$ cat src/rtl/vc_qspi_mem_resp.sv
// Quad-SPI memory responder: decodes quad read (0xEB) and quad write (0x38)
// transactions, oversampled in the clk domain, into byte accesses on an SRAM port.
module vc_qspi_mem_resp #(
    parameter int AW    = 22,
    parameter int DUMMY = 6
) (
    input  logic          clk,
    input  logic          rst_n,
    input  logic          sclk,
    input  logic          cs_n,
    input  logic [3:0]    sd_in,
    output logic [3:0]    sd_out,
    output logic [3:0]    sd_oe,
    output logic [AW-1:0] mem_addr,
    output logic [7:0]    mem_wdata,
    output logic          mem_we,
    output logic          mem_re,
    input  logic [7:0]    mem_rdata
);

    typedef enum logic [2:0] {
        S_IDLE, S_CMD, S_ADDR, S_WDATA, S_DUMMY, S_RDATA, S_IGNORE
    } state_t;

    localparam logic [3:0] DUMMY_CNT = 4'(DUMMY);

    state_t        r_state, w_next;
    logic          r_sclk_s1, r_sclk_s2, r_sclk_d;
    logic          r_cs_s1, r_cs_s2;
    logic [3:0]    r_sd_s1, r_sd_s2;
    logic [19:0]   r_shift;
    logic [2:0]    r_cnt;
    logic [3:0]    r_dcnt;
    logic          r_is_read;
    logic          r_half;
    logic [7:0]    r_rbyte;
    logic [3:0]    r_sd_out;
    logic          r_sd_oe;
    logic [AW-1:0] r_mem_addr;
    logic [7:0]    r_mem_wdata;
    logic          r_we, r_re;

    logic          w_rise, w_fall, w_abort;
    logic [7:0]    w_byte;

    // The cs_n synchronizer resets to 1 so reset never looks like a selected bus.
    // NOTE: sequential state uses non-blocking (<=) so every flop samples pre-edge values.
    always_ff @(posedge clk or negedge rst_n) begin
        if (!rst_n) begin
            r_sclk_s1 <= 1'b0;
            r_sclk_s2 <= 1'b0;
            r_sclk_d  <= 1'b0;
            r_cs_s1   <= 1'b1;
            r_cs_s2   <= 1'b1;
            r_sd_s1   <= 4'h0;
            r_sd_s2   <= 4'h0;
        end else begin
            r_sclk_s1 <= sclk;
            r_sclk_s2 <= r_sclk_s1;
            r_sclk_d  <= r_sclk_s2;
            r_cs_s1   <= cs_n;
            r_cs_s2   <= r_cs_s1;
            r_sd_s1   <= sd_in;
            r_sd_s2   <= r_sd_s1;
        end
    end

    assign w_rise  = r_sclk_s2 & ~r_sclk_d;
    assign w_fall  = ~r_sclk_s2 & r_sclk_d;
    assign w_abort = r_cs_s2 && (r_state != S_IDLE);
    assign w_byte  = {r_shift[3:0], r_sd_s2};

    always_ff @(posedge clk or negedge rst_n) begin
        if (!rst_n) r_state <= S_IDLE;
        else        r_state <= w_next;
    end

    // NOTE: next state is defaulted first so no path through the case infers a latch.
    always_comb begin
        w_next = r_state;
        case (r_state)
            S_IDLE:  if (!r_cs_s2) w_next = S_CMD;
            S_CMD:   if (w_rise && r_cnt == 3'd1)
                         w_next = (w_byte == 8'h38 || w_byte == 8'hEB) ? S_ADDR : S_IGNORE;
            S_ADDR:  if (w_rise && r_cnt == 3'd5)
                         w_next = r_is_read ? S_DUMMY : S_WDATA;
            S_DUMMY: if (w_fall && r_dcnt == DUMMY_CNT) w_next = S_RDATA;
            default: w_next = r_state;
        endcase
        if (w_abort) w_next = S_IDLE;
    end

    always_ff @(posedge clk or negedge rst_n) begin
        if (!rst_n) begin
            r_shift     <= '0;
            r_cnt       <= '0;
            r_dcnt      <= '0;
            r_is_read   <= 1'b0;
            r_half      <= 1'b0;
            r_rbyte     <= '0;
            r_sd_out    <= '0;
            r_sd_oe     <= 1'b0;
            r_mem_addr  <= '0;
            r_mem_wdata <= '0;
            r_we        <= 1'b0;
            r_re        <= 1'b0;
        end else begin
            r_we <= 1'b0;
            r_re <= 1'b0;
            // Write address advances only after the strobe so it is stable during mem_we.
            if (r_we) r_mem_addr <= r_mem_addr + AW'(1);

            if (w_abort) begin
                r_sd_oe <= 1'b0;
                r_cnt   <= '0;
                r_dcnt  <= '0;
                r_half  <= 1'b0;
            end else begin
                case (r_state)
                    S_IDLE: begin
                        r_cnt  <= '0;
                        r_dcnt <= '0;
                        r_half <= 1'b0;
                    end
                    S_CMD: if (w_rise) begin
                        r_shift <= {r_shift[15:0], r_sd_s2};
                        if (r_cnt == 3'd1) begin
                            r_cnt     <= '0;
                            r_is_read <= (w_byte == 8'hEB);
                        end else begin
                            r_cnt <= r_cnt + 3'd1;
                        end
                    end
                    S_ADDR: if (w_rise) begin
                        r_shift <= {r_shift[15:0], r_sd_s2};
                        if (r_cnt == 3'd5) begin
                            r_cnt      <= '0;
                            r_mem_addr <= AW'({r_shift, r_sd_s2});
                            r_re       <= r_is_read;
                        end else begin
                            r_cnt <= r_cnt + 3'd1;
                        end
                    end
                    S_WDATA: if (w_rise) begin
                        if (r_cnt[0]) begin
                            r_mem_wdata <= w_byte;
                            r_we        <= 1'b1;
                            r_cnt       <= '0;
                        end else begin
                            r_shift <= {r_shift[15:0], r_sd_s2};
                            r_cnt   <= 3'd1;
                        end
                    end
                    S_DUMMY: begin
                        if (w_rise && r_dcnt != DUMMY_CNT) r_dcnt <= r_dcnt + 4'd1;
                        if (w_fall && r_dcnt == DUMMY_CNT) begin
                            r_rbyte  <= mem_rdata;
                            r_sd_out <= mem_rdata[7:4];
                            r_sd_oe  <= 1'b1;
                            r_half   <= 1'b1;
                        end
                    end
                    S_RDATA: if (w_fall) begin
                        if (r_half) begin
                            // Prefetch the next byte while its predecessor's low nibble is out.
                            r_sd_out   <= r_rbyte[3:0];
                            r_mem_addr <= r_mem_addr + AW'(1);
                            r_re       <= 1'b1;
                            r_half     <= 1'b0;
                        end else begin
                            r_rbyte  <= mem_rdata;
                            r_sd_out <= mem_rdata[7:4];
                            r_half   <= 1'b1;
                        end
                    end
                    default: ;
                endcase
            end
        end
    end

    assign sd_out    = r_sd_out;
    assign sd_oe     = {4{r_sd_oe}};
    assign mem_addr  = r_mem_addr;
    assign mem_wdata = r_mem_wdata;
    assign mem_we    = r_we;
    assign mem_re    = r_re;

endmodule

$ cat config.mk
export PLATFORM = sky130hd
export DESIGN_NAME = vc_qspi_mem_resp
export DESIGN_NICKNAME = d
export VERILOG_FILES = /design/src/rtl/vc_qspi_mem_resp.sv
export SDC_FILE = /design/constraint.sdc
export NUM_CORES = 1
export LEC_CHECK = 0
export ABC_AREA = 1
export CORE_UTILIZATION = 56
export DETAILED_ROUTE_END_ITERATION = 10
export MAX_ROUTING_LAYER = met4
export PLACE_DENSITY = 0.79
export SETUP_SLACK_MARGIN = 0.15
export SYNTH_ARGS = -nofsm -noshare
export SYNTH_HDL_FRONTEND = slang
export SYNTH_SLANG_ARGS = --single-unit
$ cat constraint.sdc
create_clock -name clk -period 2.16 [get_ports clk]
set_clock_uncertainty 0.05 [all_clocks]
set_input_delay 0.54 -clock clk [delete_from_list [all_inputs] [get_ports clk]]
set_output_delay 0.54 -clock clk [all_outputs]
set_load 0.005 [all_outputs]
; ---- After elaboration in Yosys (flattened, before gate mapping)
; Index checks and enable logic that the tools add are counted.
[word_totals]
ff_bits = 84
input_bits = 16
out_inout_bits = 40
wordCells = 136
[classes]
n_addsub = 3
eq_ne = 26
muxes = 55
bitwise_logic = 5
n_reduce_logical = 27
[op_table]
columns = cell, n
row1 = $mux W22, 6
row2 = $mux W18, 3
row3 = $pmux W22 S2, 1
row4 = $mux W3, 13
row5 = $pmux W18 S2, 1
row6 = $mux W4, 8
row7 = $ne A3 B3 Y1 const B, 9
row8 = $pmux W3 S4, 2
row9 = $pmux W4 S2, 3
row10 = $add A22 B1 Y22 const B, 1
row11 = $mux W1, 16
row12 = $reduce_and A4 Y1, 4
row13 = $reduce_and A5 Y1, 3
row14 = $ne A2 B2 Y1 const B, 5
row15 = $reduce_bool A5 Y1, 2
row16 = $eq A3 B3 Y1 const B, 3
row17 = $eq A8 B6 Y1 const B, 1
row18 = $eq A8 B8 Y1 const B, 1
row19 = $reduce_bool A2 Y1, 4
row20 = $eq A3 B1 Y1 const B, 2
row21 = $eq A3 B2 Y1 const B, 2
row22 = $reduce_bool A3 Y1, 2
row23 = $logic_and A1 B1 Y1, 5
row24 = $add A4 B1 Y4 const B, 1
row25 = 14 further kinds, 18

; ---- Depth between registers and ports, before layout
[logic_depth]
word_depth = 6
mapped_depth = 13
mapped_depth_nobuf = 12

; ---- Worst setup path after synthesis
; OpenSTA, ideal clock, no wires.
[synth_path]
path_type = register to register
startpoint = reg r_mem_addr[0], in the netlist mem_addr[0]
endpoint = reg r_mem_addr[8], in the netlist mem_addr[8]
setup_ns = 0.065
t_arrival_ns = 1.555
required_ns = 2.045
setup_slack_ns = 0.490
path_stages_with_launch = 12
path_buffers = 1
synth_period_minus_slack_ns = 1.670
path_cell_list = dfrtp_1 ha_1 buf_2 nand2_1 nor2_1 nand2_1 xor2_1 o21bai_1 nand2_1 nand2_1 nand2_1 nand2_1
[synth_between]
elab_chain_cells = 6
word_cells_on_any_way = 8
classes_between = add/sub: 1 / mux: 7
[synth_lines]
columns = item, line_no
row1 = "start, declared", 39  ; logic [AW-1:0] r_mem_addr;
row2 = "start signal, assigned", 111  ; if (r_we) r_mem_addr <= r_mem_addr + AW'(1);
row3 = "start signal, assigned", 138  ; r_mem_addr <= AW'({r_shift, r_sd_s2});
row4 = "start signal, assigned", 167  ; r_mem_addr <= r_mem_addr + AW'(1);
row5 = $add A22 B1 Y22 *, "111, 167"
row6 = $mux W22, 111
row7 = "$mux W22, on equally long branches", "164, 136"
row8 = "$mux W22, on equally long branches", "163, 134"
row9 = $pmux W22 S2, 119  ; case (r_state)
row10 = $mux W22 *, 113  ; if (w_abort) begin
; Every way passes the cells marked *; elsewhere a longest branch is shown, timed or not.
; A chain may end at the register's enable or synchronous reset.

; ---- Worst setup path in the final report
[layout_path]
startpoint = reg r_mem_addr[5], in the netlist mem_addr[5]
endpoint = out mem_addr[5]
[layout_lines]
columns = item, line_no
row1 = "end, declared", 14  ; output logic [AW-1:0] mem_addr,
; No word-level cell between the ends.

==> run metrics <==
Core Region 8260 um2; slowest CP cell clkdlybuf4s50_1; PortBufs 55; 1st-iter DRT viols 409; Filler cells 695; WP depth 1; sequential element share of the synthesized area 43.9%; commonest non-fill, non-tap cell in the layout nand2_1; RSZ-0062 raised after global routing yes; CP Capture Type output port; endpoints failing hold 0; Die Wd 94.6 um; Clock transition at path regs 0.09 ns; CP delay by family, top buffers and inverters; CP startpoint kind flip-flop; pin count of the biggest net entering global routing 37; crit path from mem_addr[5]; H-tree levels 3; Overall Power 5.31 mW; TritonCTS clock tree done; die area 8940 um2; Skew-Pair Late Insertion Delay 0.36 ns; DP Worst Slack 0.222 ns; Die Ht 94.6 um; GP Congestion 0.951; number of distinct library cells after synthesis 41; Critical R2R Capture mem_addr[18]; Max Buffers Root-to-Sink 2; min cycle time layout 1.98 ns; R2R Setup Slk 0.30 ns; Worst Hold Class in2async; Final Hold Slack 0.0582 ns; worst endpoint data arrival time 1.39 ns; vias in the first global route 4328; Total Wirelength 12200 um; depth of the most critical reg-to-reg path 7; ys flop type dfrtp_1; Setup Viol. Count Final 0; Synth Cell Area 4800 um2; max frequency 505 MHz; Synth Area per Inst 7.29 um2; Slew @ Worst Pin 0.424 ns; Max rail drop VDD 0.585 mV; Synth Instances 658; hpwl dp 8950 um; Critical path buffers and inverters 1; Post-CTS Setup Inserts 0; Ys Warns 0; WS Path Type reg2out; Syn Nets 677; first-pass GRT wire length 20300 um; Max Cap Viol 0; final worst path period share 91.7%; DRC viols 0; Area Growth Syn to Fin 17.7%; TritonCTS Buffers 9; TNS Setup 0 ns; Non-Filler Instances 821; GRT Resource Usage Total 30.3%; commonest cells after routing, fill and taps aside nand2_1 (212), dfrtp_1 (72), inv_1 (71), nand3_1 (71), clkdlybuf4s50_1 (54); Max Slew Vio Count 0; Power Density 941 nW/um2; FFs w/ async S/R, synth 100%; Root Driver clkbuf_8; Site Rows 33; placed cell count 806; RR Startpoint r_state[0]; fin nets 731; Worst Path Max Fanout 5; Post-synth EDFFs 0; CP max stage delay 0.55 ns; via count 4481; I/O pins 56; Worst Path Required 1.57 ns; antenna-violating nets left 0; Hold-fix buffers, CTS 0; slew margin rel. 71.4%; flops & latches, synth 84; clk sink count 84; Antenna diodes 0; CTS resizes 1; share of layout cells above drive strength 1 9.50%; final setup margin 0.180 ns; DR WL/cell 14.8 um; initial antenna violation count 0; gr ovfl total 0; TritonRoute pass-1 iters 5; P_leak 2.61 nW; Initial Utilization 58.1%; via/cell ratio 5.46; run status finished clean; CP Cell Sequence clkdlybuf4s50_1
-- cell type report --
type                       count  area [um2]  share of cell area [%]
inverter                      81         304                    5.38
tap                          105         131                    2.33
clock buffer                  10         128                    2.26
timing repair buffer          66         643                    11.4
sequential                    84        2120                    37.5
clock inverter                 5        61.3                    1.09
multi-input combinational    470        2260                    40.1
-- synthesized netlist by cell type (2+ instances only) --
| library cell | instances | area, um2 |
|---|---|---|
| nand2_1 | 212 | 796 |
| dfrtp_1 | 82 | 2050 |
| inv_1 | 71 | 267 |
| nand3_1 | 71 | 355 |
| nor2_1 | 51 | 191 |
| o21ai_0 | 44 | 220 |
| a21oi_1 | 20 | 100 |
| o21ai_1 | 12 | 60.1 |
| xor2_1 | 11 | 96.3 |
| inv_2 | 9 | 33.8 |
| buf_2 | 8 | 40.0 |
| buf_4 | 7 | 52.6 |
| o22ai_1 | 7 | 43.8 |
| clkbuf_1 | 5 | 18.8 |
| mux2i_1 | 4 | 40.0 |
| nand2_2 | 4 | 25.0 |
| ha_1 | 3 | 37.5 |
| nand3_2 | 3 | 30.0 |
| nand4_1 | 3 | 18.8 |
| nor3_1 | 3 | 15.0 |
| nor3_4 | 3 | 48.8 |
| a21oi_2 | 2 | 17.5 |
| buf_6 | 2 | 22.5 |
| dfstp_2 | 2 | 52.6 |
| nor2_4 | 2 | 22.5 |
| o21bai_1 | 2 | 15.0 |
-- worst max-delay path by stage --
stage / endpoint / slack, ns
2_1_floorplan: mem_addr[8] / 0.49
3_3_place_gp: mem_addr[16] / 0.31
3_5_place_dp: mem_addr[16] / 0.22
4_1_cts: mem_addr[14] / 0.16
5_1_grt: mem_addr[1] / 0.14
6_report: mem_addr[5] / 0.18
-- metrics by stage --
step | utilization, % | cell area, um2
floorplan | - | 4800
global placement | 65.8 | 5440
detailed placement | 65.8 | 5440
CTS | 68.1 | 5630
global route | 68.4 | 5650
finish | 68.4 | 5650
-- state kept, by name, summed over array words and instances, names as in the netlist --
signal,flops
mem_addr,22
r_shift,18
mem_wdata,8
r_dcnt,4
r_rbyte,4
r_sd_s1,4
r_sd_s2,4
sd_out,4
r_cnt,3
r_state,3
mem_re,1
mem_we,1
r_cs_s1,1
r_cs_s2,1
r_half,1
r_is_read,1
r_sclk_d,1
r_sclk_s1,1
r_sclk_s2,1
r_sd_oe,1
-- power by group --
part	internal, mW	total [mW]	switching [mW]
logic	0.754	1.78	1.03
registers	1.98	2.40	0.421
clock network	0.533	1.13	0.593
-- cells by family (layout without fill, tap and decap cells) --
group	Yosys count	count (layout)	synth area share, %
buffers and inverters	104	162	9.20
AOI/OAI and AO/OA	94	94	10.9
adders and majority gates	3	3	0.782
DFF	84	84	43.9
and+or+nand+nor	356	356	32.0
xor gates and xnor gates	12	12	2.19
muxes	5	5	1.07
-- routing by layer --
| metal | GRT usage, % | vias up | part of all wire (%) |
|---|---|---|---|
| met2 | 45.0 | 183 | 45 |
| met3 | 5.72 | 21 | 8.0 |
| met1 | 42.4 | 2070 | 46 |
| met4 | 8.96 | 0 | 1.2 |
| li1 | - | 2207 | - |
| met5 | - | - | 0 |
(Power assumes the default switching activity.)
==> patch (same flow settings) <==
Re-encode `state_t` (7 states) as one-hot, 7 bits wide.
--- a/src/rtl/vc_qspi_mem_resp.sv
+++ b/src/rtl/vc_qspi_mem_resp.sv
@@ -18,8 +18,8 @@
     input  logic [7:0]    mem_rdata
 );
 
-    typedef enum logic [2:0] {
-        S_IDLE, S_CMD, S_ADDR, S_WDATA, S_DUMMY, S_RDATA, S_IGNORE
+    typedef enum logic [6:0] {
+        S_IDLE = 7'b0000001, S_CMD = 7'b0000010, S_ADDR = 7'b0000100, S_WDATA = 7'b0001000, S_DUMMY = 7'b0010000, S_RDATA = 7'b0100000, S_IGNORE = 7'b1000000
     } state_t;
 
     localparam logic [3:0] DUMMY_CNT = 4'(DUMMY);
Formal check against the unedited RTL: same outputs for any inputs over 10 cycles, from zero or initial values and one cycle with rst_n low; not proved beyond that.
==> patch against the original RTL <==
The run now ends with hold timing left; design area is 7.8% higher; sequential cell count is 4 higher; count of clock-buffer cells in the layout is 2 higher; hold slack worse by 0.062 ns; first-iteration DRC count is 33% higher; die area is 4.1% higher; synthesized cell count is 2.4% higher; total power is 21% lower; register-to-register slack worse by 0.09 ns; worst setup slack better by 0.011 ns; sequential power is 17% lower; combinational power is 43% lower; routed wire length is 10% higher; area after synthesis is 4.2% higher; critical endpoint is now mem_addr[6]; largest cell class unchanged.
==> patch: results (changes against the original RTL) <==
viasPerCell: 5.63  # +3.2%
dp_hpwl_um: 9210  # +2.9%
crit_end: "mem_addr[6]"
critPathLaunch: "mem_addr[6]$_DFF_PN0_"
synthXorXnorAreaFrac_pct: 2.63  # +0.44 points
clockBufferDepth: 2  # unchanged
p_leak_nw: 2.79  # +7.0%
synth_nets: 693  # +2.4%
finalHoldWorstSlack_ns: -0.00354  # -0.0617 ns
grt_pass1_wl_um: 20600  # +1.5%
hold_viol_final: 2  # +2
slowest_stage: "clkdlybuf4s50_1"
irDropWorstVdd_mv: 0.452  # -23%
synth_cell_types: 36  # -12%
setup_tns_ns: 0  # unchanged
synthTopCellsByCount: "221 x nand2_1, 85 x dfrtp_1, 72 x inv_1"
reg2reg_slack_ns: 0.21  # -0.09 ns
layout.nets: 763  # +4.4%
grt_max_degree: 42  # +14%
critical_path.max_fanout: 5  # unchanged
fill_cells: 703  # +1.2%
n_antenna_cell: 0  # unchanged
path_clk_slew_ns: 0.10
seq_area_frac_synth_pct: 44.1  # +0.25 points
synth_mux_area_share_pct: 1.00  # -0.068 points
setup_violations: 0  # unchanged
maxSlewHeadroom_pct: 70.6  # -0.82 points
grt_usage_pct: 30.1  # -0.24 points
status: "finished, violations left"
synthAdderAreaFrac_pct: 0.751  # -0.032 points
port_buffers: 55  # unchanged
layout-drive-gt1-share_pct: 12.7  # +3.2 points
reg2reg_to: "mem_addr[0]$_DFF_PN0_"
yosysWarnings: 0  # unchanged
firstDrtPassIters: 6  # +1
synth.area.top_cells: "dfrtp_1 43%, nand2_1 17%, nand3_1 6.8%"
grt_pass1_vias: 4277  # -1.2%
ff2ff_path_depth: 8  # +1
violations: "hold timing"
yosysMostFrequentCell: "nand2_1"
drt-initial-drc-count: 543  # +33%
crit_family: "buffers and inverters"
synth_compound_area_share_pct: 10.3  # -0.62 points
gp_congestion: 0.905  # -4.8%
antenna_found_initial: 0  # unchanged
r2r-start: "r_state[3]$_DFFE_PN0P_"
routed_wl_um: 13400  # +10%
## patch: cell types whose count changed in the layout (fill, tap and decap cells not counted), moves of 5 or more
cell / change
o21ai_2: +9
buf_4: +8
o21ai_1: +7
inv_2: -6
dfrtp_1: +8
nor2_4: +6
dfrtp_2: -5
o21ai_0: -8
a21oi_1: -15
nand2_1: +9
## patch: per-stage QoR
stage	setup slack, ns	cell area [sq um]	total power, W	instances	hold WS [ns]
final	0.190	6090	0.00418	857	-0.00354
after global placement	0.166	5660	0.00285	828	0.282
after detailed placement	0.0840	5660	0.00289	828	0.286
after floorplan	0.376	5000	0.00265	674	0.194
after global routing	0.103	6090	0.00441	857	0.00848
after CTS	0.161	5860	0.00406	844	0.00703
## patch: where the power goes
group / switching [W] / internal [W] / total (W)
Sequential: 0.000148 / 0.00184 / 0.00199
Clock: 0.000609 / 0.000571 / 0.00118
Combinational: 0.000676 / 0.000330 / 0.00101
## patch: cells by family (layout without fill, tap and decap cells)
| family | count (synthesis) | count (layout) |
|---|---|---|
| AOI/OAI and AO/OA | 87 | 88 |
| adders and majority gates | 3 | 3 |
| muxes | 5 | 5 |
| xor gates and xnor gates | 15 | 15 |
| buffers and inverters | 98 | 171 |
| DFF | 88 | 88 |
| and+or+nand+nor | 378 | 379 |
## patch: cell type report
class                   instances  area share (%)
clock buffers                  12            2.38
inverters                      75            4.68
clock inverters                 4           0.842
well taps                     108            2.22
repair buffers                 80            13.4
multi-input cells             490            40.2
flip-flops and latches         88            36.3
## patch: per-layer routing
metal  track usage (%)  wire [um]  up-vias  share of wire [%]
met5                 -          0        -                  0
met4              9.56        292        0                2.2
met3              3.60       1110       32                8.3
met2              45.5       6270      231                 47
met1              42.4       5730     2280                 43
li1                  -          -     2286                  -
